$ cat src/rtl/fifo_pkg.sv
// Shared constants for the synchronous FIFO and its read-side adapters.
package fifo_pkg;

  localparam int unsigned FIFO_RD_LAT     = 1;
  localparam int unsigned OBUF_DEEP_MIN   = 2;
  localparam int unsigned DEF_DATA_W      = 32;
  localparam int unsigned DEF_OBUF_DEEP   = 3;
  localparam int unsigned DEF_OBUF_DEEP_W = 2;
  localparam int unsigned DEF_CNT_W       = 16;

endpackage

$ cat src/rtl/fifo_rd_obuf.sv
// Small circular register buffer; the head entry is presented straight from its register.
module fifo_rd_obuf
  import fifo_pkg::*;
#(
  parameter int unsigned DATA_W = DEF_DATA_W,
  parameter int unsigned DEPTH  = DEF_OBUF_DEEP,
  parameter int unsigned PTR_W  = DEF_OBUF_DEEP_W
) (
  input  logic              clk,
  input  logic              rst_n,
  input  logic              clear,
  input  logic              push,
  input  logic [DATA_W-1:0] push_dat,
  input  logic              pop,
  output logic [DATA_W-1:0] pop_dat,
  output logic [PTR_W:0]    occ
);

  logic [DATA_W-1:0] mem [DEPTH];
  logic [PTR_W-1:0]  wr_ptr;
  logic [PTR_W-1:0]  rd_ptr;

  function automatic logic [PTR_W-1:0] ptr_inc(input logic [PTR_W-1:0] p);
    return (p == PTR_W'(DEPTH - 1)) ? '0 : p + 1'b1;
  endfunction

  assign pop_dat = mem[rd_ptr];

  always_ff @(posedge clk or negedge rst_n) begin
    if (!rst_n) begin
      wr_ptr <= '0;
      rd_ptr <= '0;
      occ    <= '0;
      for (int unsigned i = 0; i < DEPTH; i++) mem[i] <= '0;
    end else if (clear) begin
      wr_ptr <= '0;
      rd_ptr <= '0;
      occ    <= '0;
    end else begin
      if (push) begin
        mem[wr_ptr] <= push_dat;
        wr_ptr      <= ptr_inc(wr_ptr);
      end
      if (pop) rd_ptr <= ptr_inc(rd_ptr);
      case ({push, pop})
        2'b10:   occ <= occ + 1'b1;
        2'b01:   occ <= occ - 1'b1;
        default: occ <= occ;
      endcase
    end
  end

endmodule

$ cat src/rtl/fifo_rd_stream.sv
// Read-side adapter: issues FIFO reads against buffer credit, absorbs the read latency,
// and presents the data as a valid/ready stream.
module fifo_rd_stream
  import fifo_pkg::*;
#(
  parameter int unsigned DATA_W      = DEF_DATA_W,
  parameter int unsigned OBUF_DEEP   = DEF_OBUF_DEEP,
  parameter int unsigned OBUF_DEEP_W = DEF_OBUF_DEEP_W,
  parameter int unsigned CNT_W       = DEF_CNT_W
) (
  input  logic              clk,
  input  logic              rst_n,
  input  logic              fifo_empty,
  output logic              fifo_rd,
  input  logic [DATA_W-1:0] fifo_rd_dat,
  input  logic              fifo_rd_dat_vld,
  output logic              out_vld,
  output logic [DATA_W-1:0] out_dat,
  input  logic              out_rdy,
  input  logic              flush,
  output logic [CNT_W-1:0]  beat_cnt,
  output logic              err_unexp
);

  localparam int unsigned CRED_W = OBUF_DEEP_W + 2;

  if ((OBUF_DEEP < OBUF_DEEP_MIN) || (OBUF_DEEP < FIFO_RD_LAT + 1) ||
      ((2 ** OBUF_DEEP_W) < OBUF_DEEP)) begin : g_bad_cfg
    $error("fifo_rd_stream: OBUF_DEEP/OBUF_DEEP_W configuration invalid");
  end

  logic                 inflight;
  logic [OBUF_DEEP_W:0] occ;
  logic [CRED_W-1:0]    credit;
  logic                 push;
  logic                 pop;

  // Credit uses registered state only, so out_rdy never reaches fifo_rd.
  assign credit  = CRED_W'(occ) + CRED_W'(inflight);
  // Gating with rst_n keeps the strobe low during reset regardless of fifo_empty.
  assign fifo_rd = rst_n & ~fifo_empty & ~flush & (credit < CRED_W'(OBUF_DEEP));

  assign push    = fifo_rd_dat_vld & inflight & ~flush;
  assign out_vld = (occ != '0);
  assign pop     = out_vld & out_rdy & ~flush;

  fifo_rd_obuf #(
    .DATA_W (DATA_W),
    .DEPTH  (OBUF_DEEP),
    .PTR_W  (OBUF_DEEP_W)
  ) u_obuf (
    .clk      (clk),
    .rst_n    (rst_n),
    .clear    (flush),
    .push     (push),
    .push_dat (fifo_rd_dat),
    .pop      (pop),
    .pop_dat  (out_dat),
    .occ      (occ)
  );

  always_ff @(posedge clk or negedge rst_n) begin
    if (!rst_n) begin
      inflight  <= 1'b0;
      beat_cnt  <= '0;
      err_unexp <= 1'b0;
    end else begin
      inflight <= fifo_rd;
      if (pop) beat_cnt <= beat_cnt + 1'b1;
      if (fifo_rd_dat_vld && !inflight) err_unexp <= 1'b1;
    end
  end

endmodule

$ cat config.mk
export PLATFORM = sky130hd
export DESIGN_NAME = fifo_rd_stream
export DESIGN_NICKNAME = d
export VERILOG_FILES = /design/src/rtl/fifo_pkg.sv /design/src/rtl/fifo_rd_obuf.sv /design/src/rtl/fifo_rd_stream.sv
export SDC_FILE = /design/constraint.sdc
export NUM_CORES = 1
export LEC_CHECK = 0
export BUFFER_PORTS_ARGS = -buffer_cell sky130_fd_sc_hd__buf_4
export CORE_MARGIN = 5
export CORE_UTILIZATION = 53
export DETAILED_ROUTE_END_ITERATION = 7
export PLACE_DENSITY = 0.79
export SKIP_LAST_GASP = 1
export SYNTH_ARGS = -nofsm -noshare
export SYNTH_HDL_FRONTEND = slang
export SYNTH_SLANG_ARGS = --single-unit
$ cat constraint.sdc
create_clock -name clk -period 5.05 [get_ports clk]
set_clock_uncertainty 0.2 [all_clocks]
set_input_delay 0.505 -clock clk [delete_from_list [all_inputs] [get_ports clk]]
set_output_delay 0.505 -clock clk [all_outputs]
set_load 0.02 [all_outputs]
==> run metrics <==
I/O pin cnt=a little under 90; Die W=~110 um; GRT overflow=0; run status=finished clean; FFs w/ async S/R, synth=between 90% and 100%; CTS tree=done; # DRC=0; CP dominant cell by count=buf_4; crit path buf inv count=2; fmax=328 MHz; Seq/Total Area, Yosys=55.6%; Hold WS=between 0.03 and 0.04 ns; Synth area leader=dfrtp_1; count leader, synth=dfrtp_1; Tot Pwr=~3.1 mW; Crit path arrival time=2.35 ns; worst vdd ir=around 0.24 mV; Crit Path Class=flop to primary output; worst-path fanout max=35; port bufs=88; unrepaired setup endpoints after global routing=false; CP Cell Sequence=buf_4, nor2b_4, nand2_1, o21ai_0, buf_4; Max clock buf depth=2; post-DP HPWL=around 7000 um; per-cell routed wire length=~17 um; H-Tree Depth=4; die area=~12000 um^2; Synth-to-Final Area Change=25.2%; Final Max Tran Viols=0; Clock Sinks=around 120; Syn Inst Count=around 420; cell family with most CP delay=simple AND/OR/NAND/NOR gates; Main synth FF type=dfrtp_1; setup TNS=0 ns; post-route ant nets=0; post-synth top area share=a little under three fifths; row count=37; synth unique cells=35; CP Launch Point=u_obuf.rd_ptr[1]$_DFFE_PN0P_; synthesized flop and latch total=121; Post-synth EDFFs=0; CTS buffer count=17; final critical-path required period=between 3 and 4 ns; final hold violation count=0; max_cap viols=0; gr usage total=about a fifth; DR pass1 iterations=5; Routability Congestion=around 0.77; vias in the first global route=between 3000 and 4000; Crit. End Element=primary output; PwrDens=roughly 450 nW/um^2; global-route wire length before repair=18800 um; Initial Util=roughly 54%; Mean Syn Cell Area=roughly 13 um^2; dpl ws=between 2 and 3 ns; GR Util met1=between 20% and 30%; via count=between 3000 and 4000; main area contributors after synthesis=dfrtp_1, mux2_2, mux2i_1; Die H=111 um; Post-synth top cells=dfrtp_1, mux2_2, nand2_1; Cell Area, Synth=5450 um^2; FF-to-FF Start=u_obuf.occ[0]$_DFFE_PN0P_; Vias/cell=around 5.4; worst hold path type=primary input to flop; GRT met2 Usage=a little under a third; syn nets=between 400 and 500; Skew-Pair Late Insertion Delay=just over 0.5 ns; NumNets Final=558; Hold Crit Start=fifo_rd_dat_vld; worst rel slew slack=between 20% and 30%; initial antenna violation count=0; Critical Path RT=about 4.4 ns; Least-Margin Pin Slew=1.05 ns; CTS clk-pin slew, worst paths=approximately 0.060 ns; core box area=approximately 10000 um^2; Startpoint Class=flop; GR peak layer=met2; WL final=around 11000 um; Final setup viols=0; largest net degree at the start of global routing=slightly below 90; Yosys Warn Count=0; clock root buffer=clkbuf_8; CP max stage delay=around 0.7 ns; Tcrit/Tclk final=a little over 60%; share of cells above drive strength 1=a little over two fifths; DRT iter0 DRCs=102; met3 global-route usage=5.16%; CP max stage cell=nor2b_4; Antenna Diode Count=0; PnR worst setup slack=2.00 ns; leak pwr=roughly 3.2 nW
[routing by layer]
| layer | vias up | routed length, um |
|---|---|---|
| met2 | 88 | 5610 |
| met1 | 1786 | 4820 |
| li1 | 1677 | - |
| met3 | 17 | 441 |
| met4 | 0 | 166 |
| met5 | - | 0 |
[placed cells by master (no fill, tap or decap), types with 3 or more instances in the layout]
cell type   count
inv_1           3
dfrtp_1       120
mux2i_1        34
mux2_1          4
nand2_1        41
nand3_1         5
xor2_1          8
ha_1            3
mux2_2         93
clkbuf_16      16
clkinv_4        5
buf_4          93
o21ai_0        35
clkinvlp_4      4
a21oi_1         4
xnor2_1         8
nor3_1          4
nand4_1         3
nor2_1         12
[worst reg2reg max path: stages (launching register included)]
cell	delay, ns
dfrtp_1	0.49
o31ai_4	0.54
and2b_2	0.28
fa_1	0.41
o21ai_0	0.20
o21ai_0	0.12
a211oi_1	0.20
[registers in the layout, summed over array words and instances, names as in the netlist]
| signal | cells |
|---|---|
| beat_cnt | 16 |
| err_unexp | 1 |
| inflight | 1 |
| u_obuf.mem | 96 |
| u_obuf.occ | 3 |
| u_obuf.rd_ptr | 2 |
| u_obuf.wr_ptr | 2 |
[cell type report]
cell class | count | area, um^2
clock buffer | 19 | 432
timing repair buffer | 95 | 718
fill | 775 | 3360
sequential | 121 | 3030
multi-input combinational | 278 | 2310
tap | 136 | 170
clock inverter | 13 | 148
inverter | 3 | 11.3
[cells by family after synthesis]
group / Yosys count / share of synthesized area, %
mux: 131 / 26.3
flops: 121 / 55.6
simple gates: 82 / 7.69
compound gates: 45 / 4.66
buf+inv: 25 / 2.16
xor+xnor: 16 / 2.57
fa+ha+maj: 4 / 1.06
[through the flow]
stage | cells | instance area, um^2 | utilization [%]
final | 665 | 6820 | 67.0
after global routing | 665 | 6820 | 67.0
after CTS | 665 | 6820 | 67.0
after detailed placement | 631 | 6220 | 61.1
after global placement | 631 | 6220 | 61.1
after floorplan | 424 | 5450 | -
[what timing repair did]
action,4_1_cts,5_1_grt
hold buffers,2,0
buffers inserted,0,0
endpoints found under the hold margin,36,0
resized for setup,0,0
[report_power, final]
| part | leakage [nW] | total [mW] | switching, mW | internal, mW |
|---|---|---|---|---|
| sequential | 1.62 | 1.18 | 0.0884 | 1.09 |
| clock | 0.271 | 1.15 | 0.436 | 0.718 |
| combinational | 1.34 | 0.763 | 0.419 | 0.344 |
[path summary, 6_finish.rpt]
check / end / cells past startpoint / slack, ns
worst max-delay path: out_dat[1] / 5 / 2.00
worst min-delay path: err_unexp$_DFFE_PN0P_ / 2 / 0.03
worst max register to register: u_obuf.occ[2]$_DFFE_PN0P_ / 6 / 2.51
worst min register to register: err_unexp$_DFFE_PN0P_ / 1 / 0.26
max in group asynchronous: u_obuf.rd_ptr[1]$_DFFE_PN0P_ / 3 / 2.90
min in group asynchronous: u_obuf.mem[7]$_DFFE_PN0P_ / 2 / 0.29
No activity file was read; power rests on OpenSTA's default activity.
